**src/rtl/next_pc_unit.sv**
```systemverilog
// next_pc_unit
// ------------------------------------------------------------------------
// Owns the fetch PC register and resolves control flow coming back from
// the execute stage. Conditional branches are evaluated here from funct3
// and the two operands; JAL/JALR redirects, fetch stalls, misaligned
// target traps and simple branch statistics are handled as well.
//
// Ports
//   iClk, iRstN          clock (rising edge), async active-low reset
//   iStall               hold the fetch PC when nothing redirects
//   iValid               execute-stage instruction is valid
//   iBranch, iJump       conditional branch / JAL-JALR (jump has priority)
//   iPcSrc               with iJump: 1 = JALR, 0 = JAL
//   iFunct3              branch condition code
//   iPcEx                PC of the execute-stage instruction
//   iRs1, iRs2, iOffset  operands and sign-extended immediate
//   iExcAck              acknowledge of a pending misalign trap
//   oPc                  registered fetch PC
//   oFlush               one-cycle pulse per redirect, trap entry, trap exit
//   oMisalign            sticky trap flag, cleared by iExcAck
//   oMisalignPc          iPcEx of the faulting instruction
//   oBranchCnt           resolved conditional branches (saturating)
//   oTakenCnt            taken branches plus jumps (saturating)
// ------------------------------------------------------------------------
module next_pc_unit #(
    parameter int              XLEN     = 32,
    parameter logic [XLEN-1:0] RESET_PC = '0,
    parameter logic [XLEN-1:0] TRAP_VEC = XLEN'(32'h0000_0100),
    parameter int              CNT_W    = 32
) (
    input  logic             iClk,
    input  logic             iRstN,
    input  logic             iStall,
    input  logic             iValid,
    input  logic             iBranch,
    input  logic             iJump,
    input  logic             iPcSrc,
    input  logic [2:0]       iFunct3,
    input  logic [XLEN-1:0]  iPcEx,
    input  logic [XLEN-1:0]  iRs1,
    input  logic [XLEN-1:0]  iRs2,
    input  logic [XLEN-1:0]  iOffset,
    input  logic             iExcAck,
    output logic [XLEN-1:0]  oPc,
    output logic             oFlush,
    output logic             oMisalign,
    output logic [XLEN-1:0]  oMisalignPc,
    output logic [CNT_W-1:0] oBranchCnt,
    output logic [CNT_W-1:0] oTakenCnt
);

    typedef enum logic {RUN, TRAP} state_t;

    state_t          state, state_nxt;
    logic            cond;
    logic            taken;
    logic            misaligned;
    logic [XLEN-1:0] jalr_sum;
    logic [XLEN-1:0] target;
    logic [XLEN-1:0] pc_nxt;
    logic            flush_nxt;
    logic            mis_nxt;
    logic [XLEN-1:0] mis_pc_nxt;
    logic            branch_inc;
    logic            taken_inc;

    // Branch condition; the undefined codes 010/011 simply never take.
    always_comb begin
        cond = 1'b0;
        case (iFunct3)
            3'b000:  cond = (iRs1 == iRs2);
            3'b001:  cond = (iRs1 != iRs2);
            3'b100:  cond = ($signed(iRs1) <  $signed(iRs2));
            3'b101:  cond = ($signed(iRs1) >= $signed(iRs2));
            3'b110:  cond = (iRs1 <  iRs2);
            3'b111:  cond = (iRs1 >= iRs2);
            default: cond = 1'b0;
        endcase
    end

    // JALR clears bit 0 of its sum; only bit 1 can then make a target misaligned.
    assign jalr_sum   = iRs1 + iOffset;
    assign target     = (iJump && iPcSrc) ? {jalr_sum[XLEN-1:1], 1'b0} : (iPcEx + iOffset);
    assign taken      = iValid & (iJump | (iBranch & cond));
    assign misaligned = taken & target[1];

    // Next-state and next-register values; TRAP ignores execute traffic entirely.
    always_comb begin
        state_nxt  = state;
        pc_nxt     = oPc;
        flush_nxt  = 1'b0;
        mis_nxt    = oMisalign;
        mis_pc_nxt = oMisalignPc;
        branch_inc = 1'b0;
        taken_inc  = 1'b0;
        case (state)
            RUN: begin
                branch_inc = iValid & iBranch & ~iJump;
                taken_inc  = taken;
                if (taken && misaligned) begin
                    state_nxt  = TRAP;
                    mis_nxt    = 1'b1;
                    mis_pc_nxt = iPcEx;
                    flush_nxt  = 1'b1;
                end else if (taken) begin
                    pc_nxt    = target;
                    flush_nxt = 1'b1;
                end else if (!iStall) begin
                    pc_nxt = oPc + XLEN'(4);
                end
            end
            TRAP: begin
                if (iExcAck) begin
                    state_nxt = RUN;
                    pc_nxt    = TRAP_VEC;
                    mis_nxt   = 1'b0;
                    flush_nxt = 1'b1;
                end
            end
            default: state_nxt = RUN;
        endcase
    end

    always_ff @(posedge iClk or negedge iRstN) begin
        if (!iRstN) begin
            state       <= RUN;
            oPc         <= RESET_PC;
            oFlush      <= 1'b0;
            oMisalign   <= 1'b0;
            oMisalignPc <= '0;
        end else begin
            state       <= state_nxt;
            oPc         <= pc_nxt;
            oFlush      <= flush_nxt;
            oMisalign   <= mis_nxt;
            oMisalignPc <= mis_pc_nxt;
        end
    end

    // Statistics counters stick at all-ones instead of wrapping.
    always_ff @(posedge iClk or negedge iRstN) begin
        if (!iRstN) begin
            oBranchCnt <= '0;
            oTakenCnt  <= '0;
        end else begin
            if (branch_inc && (oBranchCnt != {CNT_W{1'b1}}))
                oBranchCnt <= oBranchCnt + CNT_W'(1);
            if (taken_inc && (oTakenCnt != {CNT_W{1'b1}}))
                oTakenCnt <= oTakenCnt + CNT_W'(1);
        end
    end

endmodule

```
**config.mk**
```make
export PLATFORM = sky130hd
export DESIGN_NAME = next_pc_unit
export DESIGN_NICKNAME = d
export VERILOG_FILES = /design/src/rtl/next_pc_unit.sv
export SDC_FILE = /design/constraint.sdc
export NUM_CORES = 1
export LEC_CHECK = 0
export ABC_AREA = 0
export BUFFER_PORTS_ARGS = -buffer_cell sky130_fd_sc_hd__buf_4
export CORE_ASPECT_RATIO = 1.25
export CORE_MARGIN = 4
export CORE_UTILIZATION = 50
export CTS_CLUSTER_SIZE = 10
export DETAILED_ROUTE_END_ITERATION = 12
export GPL_TIMING_DRIVEN = 0
export HOLD_SLACK_MARGIN = 0.1
export PLACE_DENSITY = 0.79
export SYNTH_ARGS = -nofsm -noshare
export SYNTH_HDL_FRONTEND = slang
export SYNTH_SLANG_ARGS = --single-unit
```
**constraint.sdc**
```tcl
create_clock -name iClk -period 2.7 [get_ports iClk]
set_input_delay 0.135 -clock iClk [delete_from_list [all_inputs] [get_ports iClk]]
set_output_delay 0.135 -clock iClk [all_outputs]
set_load 0.005 [all_outputs]
```
======== Word-level counts from Yosys, hierarchy flattened ========
Cells that the tools add are included.
Widths: inputs -> output; s select.
word-level totals
  bits in registers ....................... 131
  bits of input ports ..................... 139
  output and inout bits ................... 130
cells by class
  add/sub/neg operators ................... 5
  order comparisons ....................... 4
  eq/ne operators ......................... 13
  mux-type cells .......................... 19
  bitwise logic cells ..................... 8
  reduce and logical (&&, ||, !) cells .... 8
operators with widths
  cell                   count
  $mux 32                5
  $add 32x1->32 const B  2
  $add 32x32->32         2
  $ge 32x32->1           2
  $lt 32x32->1           2
  $ne 32x32->1 const B   2
  $pmux 32 s2            1
  $add 32x3->32 const B  1
  $eq 32x32->1           1
  $ne 32x32->1           1
  $eq 3x3->1 const B     4
  $mux 1                 9
  $ne 2x2->1 const B     3
  $pmux 1 s2             3
  $pmux 1 s6             1
  $and 1x1->1            5
  $logic_and 1x1->1      4
  $reduce_and 2->1       2
  $eq 3x1->1 const B     1
  $logic_not 3->1        1
  $ne 3x3->1 const B     1
  $reduce_and 3->1       1
  $not 1->1              2
  $or 1x1->1             1

======== Depth between registers and ports, before layout ========
  depth after elaboration ................. 9
  mapped depth ............................ 15

======== Worst setup path before layout ========
OpenSTA, ideal clock, no wires.
  kind .................................... input-to-reg
  start ................................... input port iOffset[0]
  end ..................................... register oPc[30]
  arrival time ............................ 2.972 ns
  data required time ...................... 2.574 ns
  path slack .............................. -0.398 ns
  stages on the path ...................... 13
  path buffers ............................ 0
  cells stage by stage .................... and2_1 fa_1 a21o_1 a221oi_1 o21ai_0 o21ai_0 and4bb_2 or3_1 o21ai_1 nor3_1 mux2i_1 a211oi_1 o32a_1
on the way
  longest elaborated chain between the ends .. 6
ends and longest elaborated chain
  element                                   line    RTL
  start, declared                           42      input logic [XLEN-1:0] iOffset,
  $add 32x32->32, on equally long branches  83, 82
  $mux 32 *                                 83      assign target = (iJump && iPcSrc) ? {jalr_sum[XLEN-1:1], 1'b0} : (iPcEx + iOffset);
  $and 1x1->1                               85      assign misaligned = taken & target[1];
  $logic_and 1x1->1                         100     if (taken && misaligned) begin
  $ne 2x2->1 (no line)                      n/a
  $reduce_and 3->1 (no line)                n/a
  end signal, assigned                      133     oPc <= pc_nxt;
  end, declared                             44      output logic [XLEN-1:0] oPc,
Mark *: on every way between the ends. The rest lies on a longest branch, timed or not. The select of a mux whose other input is x is not followed.
A chain may end at the register's enable or synchronous reset.

======== Worst setup path after layout ========
  start ................................... input port iRs2[15]
  end ..................................... register oPc[30]
on the way
  longest elaborated chain between the ends .. 9
ends and longest elaborated chain
  element                               line  RTL
  start, declared                       41    input logic [XLEN-1:0] iRs2,
  $ge 32x32->1 (tied with other cells)  76    3'b111: cond = (iRs1 >= iRs2);
  $pmux 1 s6 *                          70    case (iFunct3)
  $and 1x1->1 *                         84    assign taken = iValid & (iJump | (iBranch & cond));
  $or 1x1->1 *                          84
  $and 1x1->1 *                         84
  $and 1x1->1                           85
  $logic_and 1x1->1                     100
  $ne 2x2->1 (no line)                  n/a
  $reduce_and 3->1 (no line)            n/a
Marks and branches as above.

==> reports/metrics.yaml <==
p_leak_nw: 7.24
max_stage_delay_ns: 0.46
io_pins: 269
post-route-min-period_ns: 3.07
syn_avg_cell_area_um2: 8.73
vias: 11100
violations: "setup timing"
drt-initial-drc-count: 789
setup_violations: 95
fillers: 1449
synth-edff-count: 0
antenna_found_initial: 0
synth_top_area_share_pct: 31.1
clk_pin_slew_ns: 0.07
yosysWarnings: 0
critPathKind: "in -> reg"
grt_max_degree: 83
fp-row-count: 59
finalSetupTns_ns: -22.79
grt_pass1_wl_mm: 55.2
crit_required_ns: 3.01
end_kind: "flop"
synth_top_cells_by_area: "dfrtp_1, ha_1, xnor2_1"
yosysTopAreaCell: "dfrtp_1"
syn_inst: 1206
slowest_stage: "or3_4"
power_switching_mw: 3.44
cts.sinks: 131
peakVddDrop_mv: 0.478
crit_path_start_kind: "input pin"
drc_errors: 0
async_flop_share_pct: 100
dieArea_um2: 23500
status: "complete, but fails checks"
r2r-start: "oPc[2]"
path_max_fanout: 7
die_y_um: 170
startpoint: "iRs2[15]"
max_freq_mhz: 326
wl_per_cell_um: 19.9
cellInternalPower_mw: 6.03
via_per_inst: 5.98
grt_overflow: 0
synth_common_cells: "dfrtp_1, nand2_1, ha_1"
sw_frac_of_total_pct: 36.3
drv_cap: 0
slew_headroom_pct: 52.8
drt_first_pass_iters: 5
power_frac_seq_pct: 31.9
area_growth_pct: 46.4
portBuffers: 268
grt_use_total_pct: 29.4
crit_chain: "buf_8 -> inv_12 -> ha_4 -> nand4_1 -> or3_4 -> a21oi_4 -> o41a_1 -> buf_6 -> or2_4 -> o41ai_4 -> buf_4 -> nor4_4 -> nand3b_1 -> buf_6 -> nand3_4 -> buf_4 -> o32a_1"
ys_seq_area_share_pct: 31.1
core-area_um2: 20700
hold_viol_final: 0
drive_gt1_share_pct: 34.2
die_w_um: 138
tritoncts: "done"
netlist_area_um2: 10500
start_util_pct: 50.8
syn-num-nets: 1443
num_antenna_cells: 0
synth_ff_type: "dfrtp_1"
synth.distinct_cells: 85
skew_ns: 0.0135
finalHoldWorstSlack_ns: 0.227
comb_power_share_pct: 42.2
dp_slack_ns: -1.19
clockBufferDepth: 2
worstHoldPathType: "in -> async"
grt_pass1_vias: 11000
final_cells: 1856
ant_nets: 0
yosysMostFrequentCell: "dfrtp_1"
htreeDepth: 4
cts_root_buffer: "clkbuf_16"
ys_seq_elements: 131
worstMarginPinSlew_ns: 0.708
place_congestion: 0.951
hpwl_mm: 26.3
rsz0062_at_grt: "true"
insertion_delay_ns: 0.42
fin_crit_sh_pct: 114
arrival_ns: 3.38
routed_wl_mm: 36.9
setup_ws_ns: -0.369
nNetsFinal: 1806
clock_power_share_pct: 25.9
numCtsBuffers: 17
powerDensity_nw_per_um2: 614
drv_slew: 0
dp.cells: 1749
-- stage by stage --
stage / utilization (%) / total power [mW] / instance area (um2)
finish: 74.3 / 9.47 / 15400
global route: 74.3 / 9.91 / 15400
CTS: 71.5 / 9.08 / 14800
detailed placement: 63.9 / 6.26 / 13300
global placement: 63.8 / 6.15 / 13200
floorplan: - / 4.61 / 10900
-- critical path: cells and delay by family --
family                   cells  cell delay [ns]
AND/OR/NAND/NOR              6             1.55
buffers and inverters        6             0.75
AO/OA/AOI/OAI                4             0.68
adder cells (fa/ha/maj)      1             0.24
-- metal layers --
layer  GRT usage (%)  share of wire (%)
met5               0                  0
met4            11.9                4.4
met3            6.03                7.9
met2            51.6                 50
met1            34.7                 38
-- timing repair --
item | CTS | global route
cloned | 4 | 2
resized for setup | 97 | 98
pin swaps | 26 | 39
hold buffers | 34 | 0
setup endpoints to repair | 111 | 111
buffers inserted | 14 | 28
endpoints found under the hold margin | 83 | 0
-- power by group through the flow --
stage | logic, mW | clock network (mW) | registers (mW)
floorplan | 1.70 | 0 | 2.91
CTS | 3.67 | 2.46 | 2.96
finish | 4.00 | 2.46 | 3.02
global placement | 3.20 | 0 | 2.95
detailed placement | 3.28 | 0 | 2.98
global route | 4.29 | 2.55 | 3.08
-- path summary, 6_finish.rpt --
kind	to	slack, ns	cells after the start
setup / recovery	oPc[30]	-0.37	17
hold / removal	oBranchCnt[15]	0.23	2
setup reg to reg	oPc[30]	-0.19	10
hold reg to reg	oMisalign	0.49	2
max in group asynchronous	oTakenCnt[2]	1.68	3
min in group iClk	oPc[0]	0.29	4
-- layout by cell type, fill, tap and decap left out, types with 12 or more instances in the layout --
| cell | count |
|---|---|
| inv_1 | 42 |
| nand2_1 | 110 |
| clkbuf_16 | 19 |
| and3_1 | 19 |
| dfrtp_1 | 129 |
| o21ai_0 | 40 |
| xor2_1 | 36 |
| xnor2_1 | 70 |
| nor2_1 | 67 |
| o21ai_1 | 32 |
| nand4_1 | 34 |
| and2_1 | 12 |
| buf_4 | 287 |
| a21o_1 | 28 |
| clkbuf_1 | 12 |
| ha_4 | 13 |
| buf_6 | 21 |
| mux2_2 | 13 |
| nor3_1 | 24 |
| a21oi_1 | 78 |
| mux2_4 | 21 |
| ha_1 | 83 |
| nand3_1 | 46 |
| dlygate4sd3_1 | 34 |
-- cell type report --
cell class                      count  area (um2)  area share [%]
Sequential cell                   131        3280            21.3
Multi-Input combinational cell    985        7730            50.1
Timing Repair Buffer              348        2920            19.0
Inverter                           57         249            1.62
Clock buffer                       18         439            2.85
Buffer                             29         289            1.87
Tap cell                          274         343            2.22
Clock inverter                     14         163            1.06
-- cells by family after synthesis --
family	share of synthesized area, %
xor+xnor	9.23
flops	31.1
buf+inv	3.58
mux	4.40
simple gates	20.7
fa+ha+maj	11.8
compound gates	19.2
-- registers in the layout, summed over array words and instances, names as in the netlist --
| signal | count |
|---|---|
| oTakenCnt | 32 |
| oBranchCnt | 32 |
| oPc | 32 |
| oMisalign | 1 |
| oFlush | 1 |
| state | 1 |
| oMisalignPc | 32 |
No activity file was read; power rests on OpenSTA's default activity.
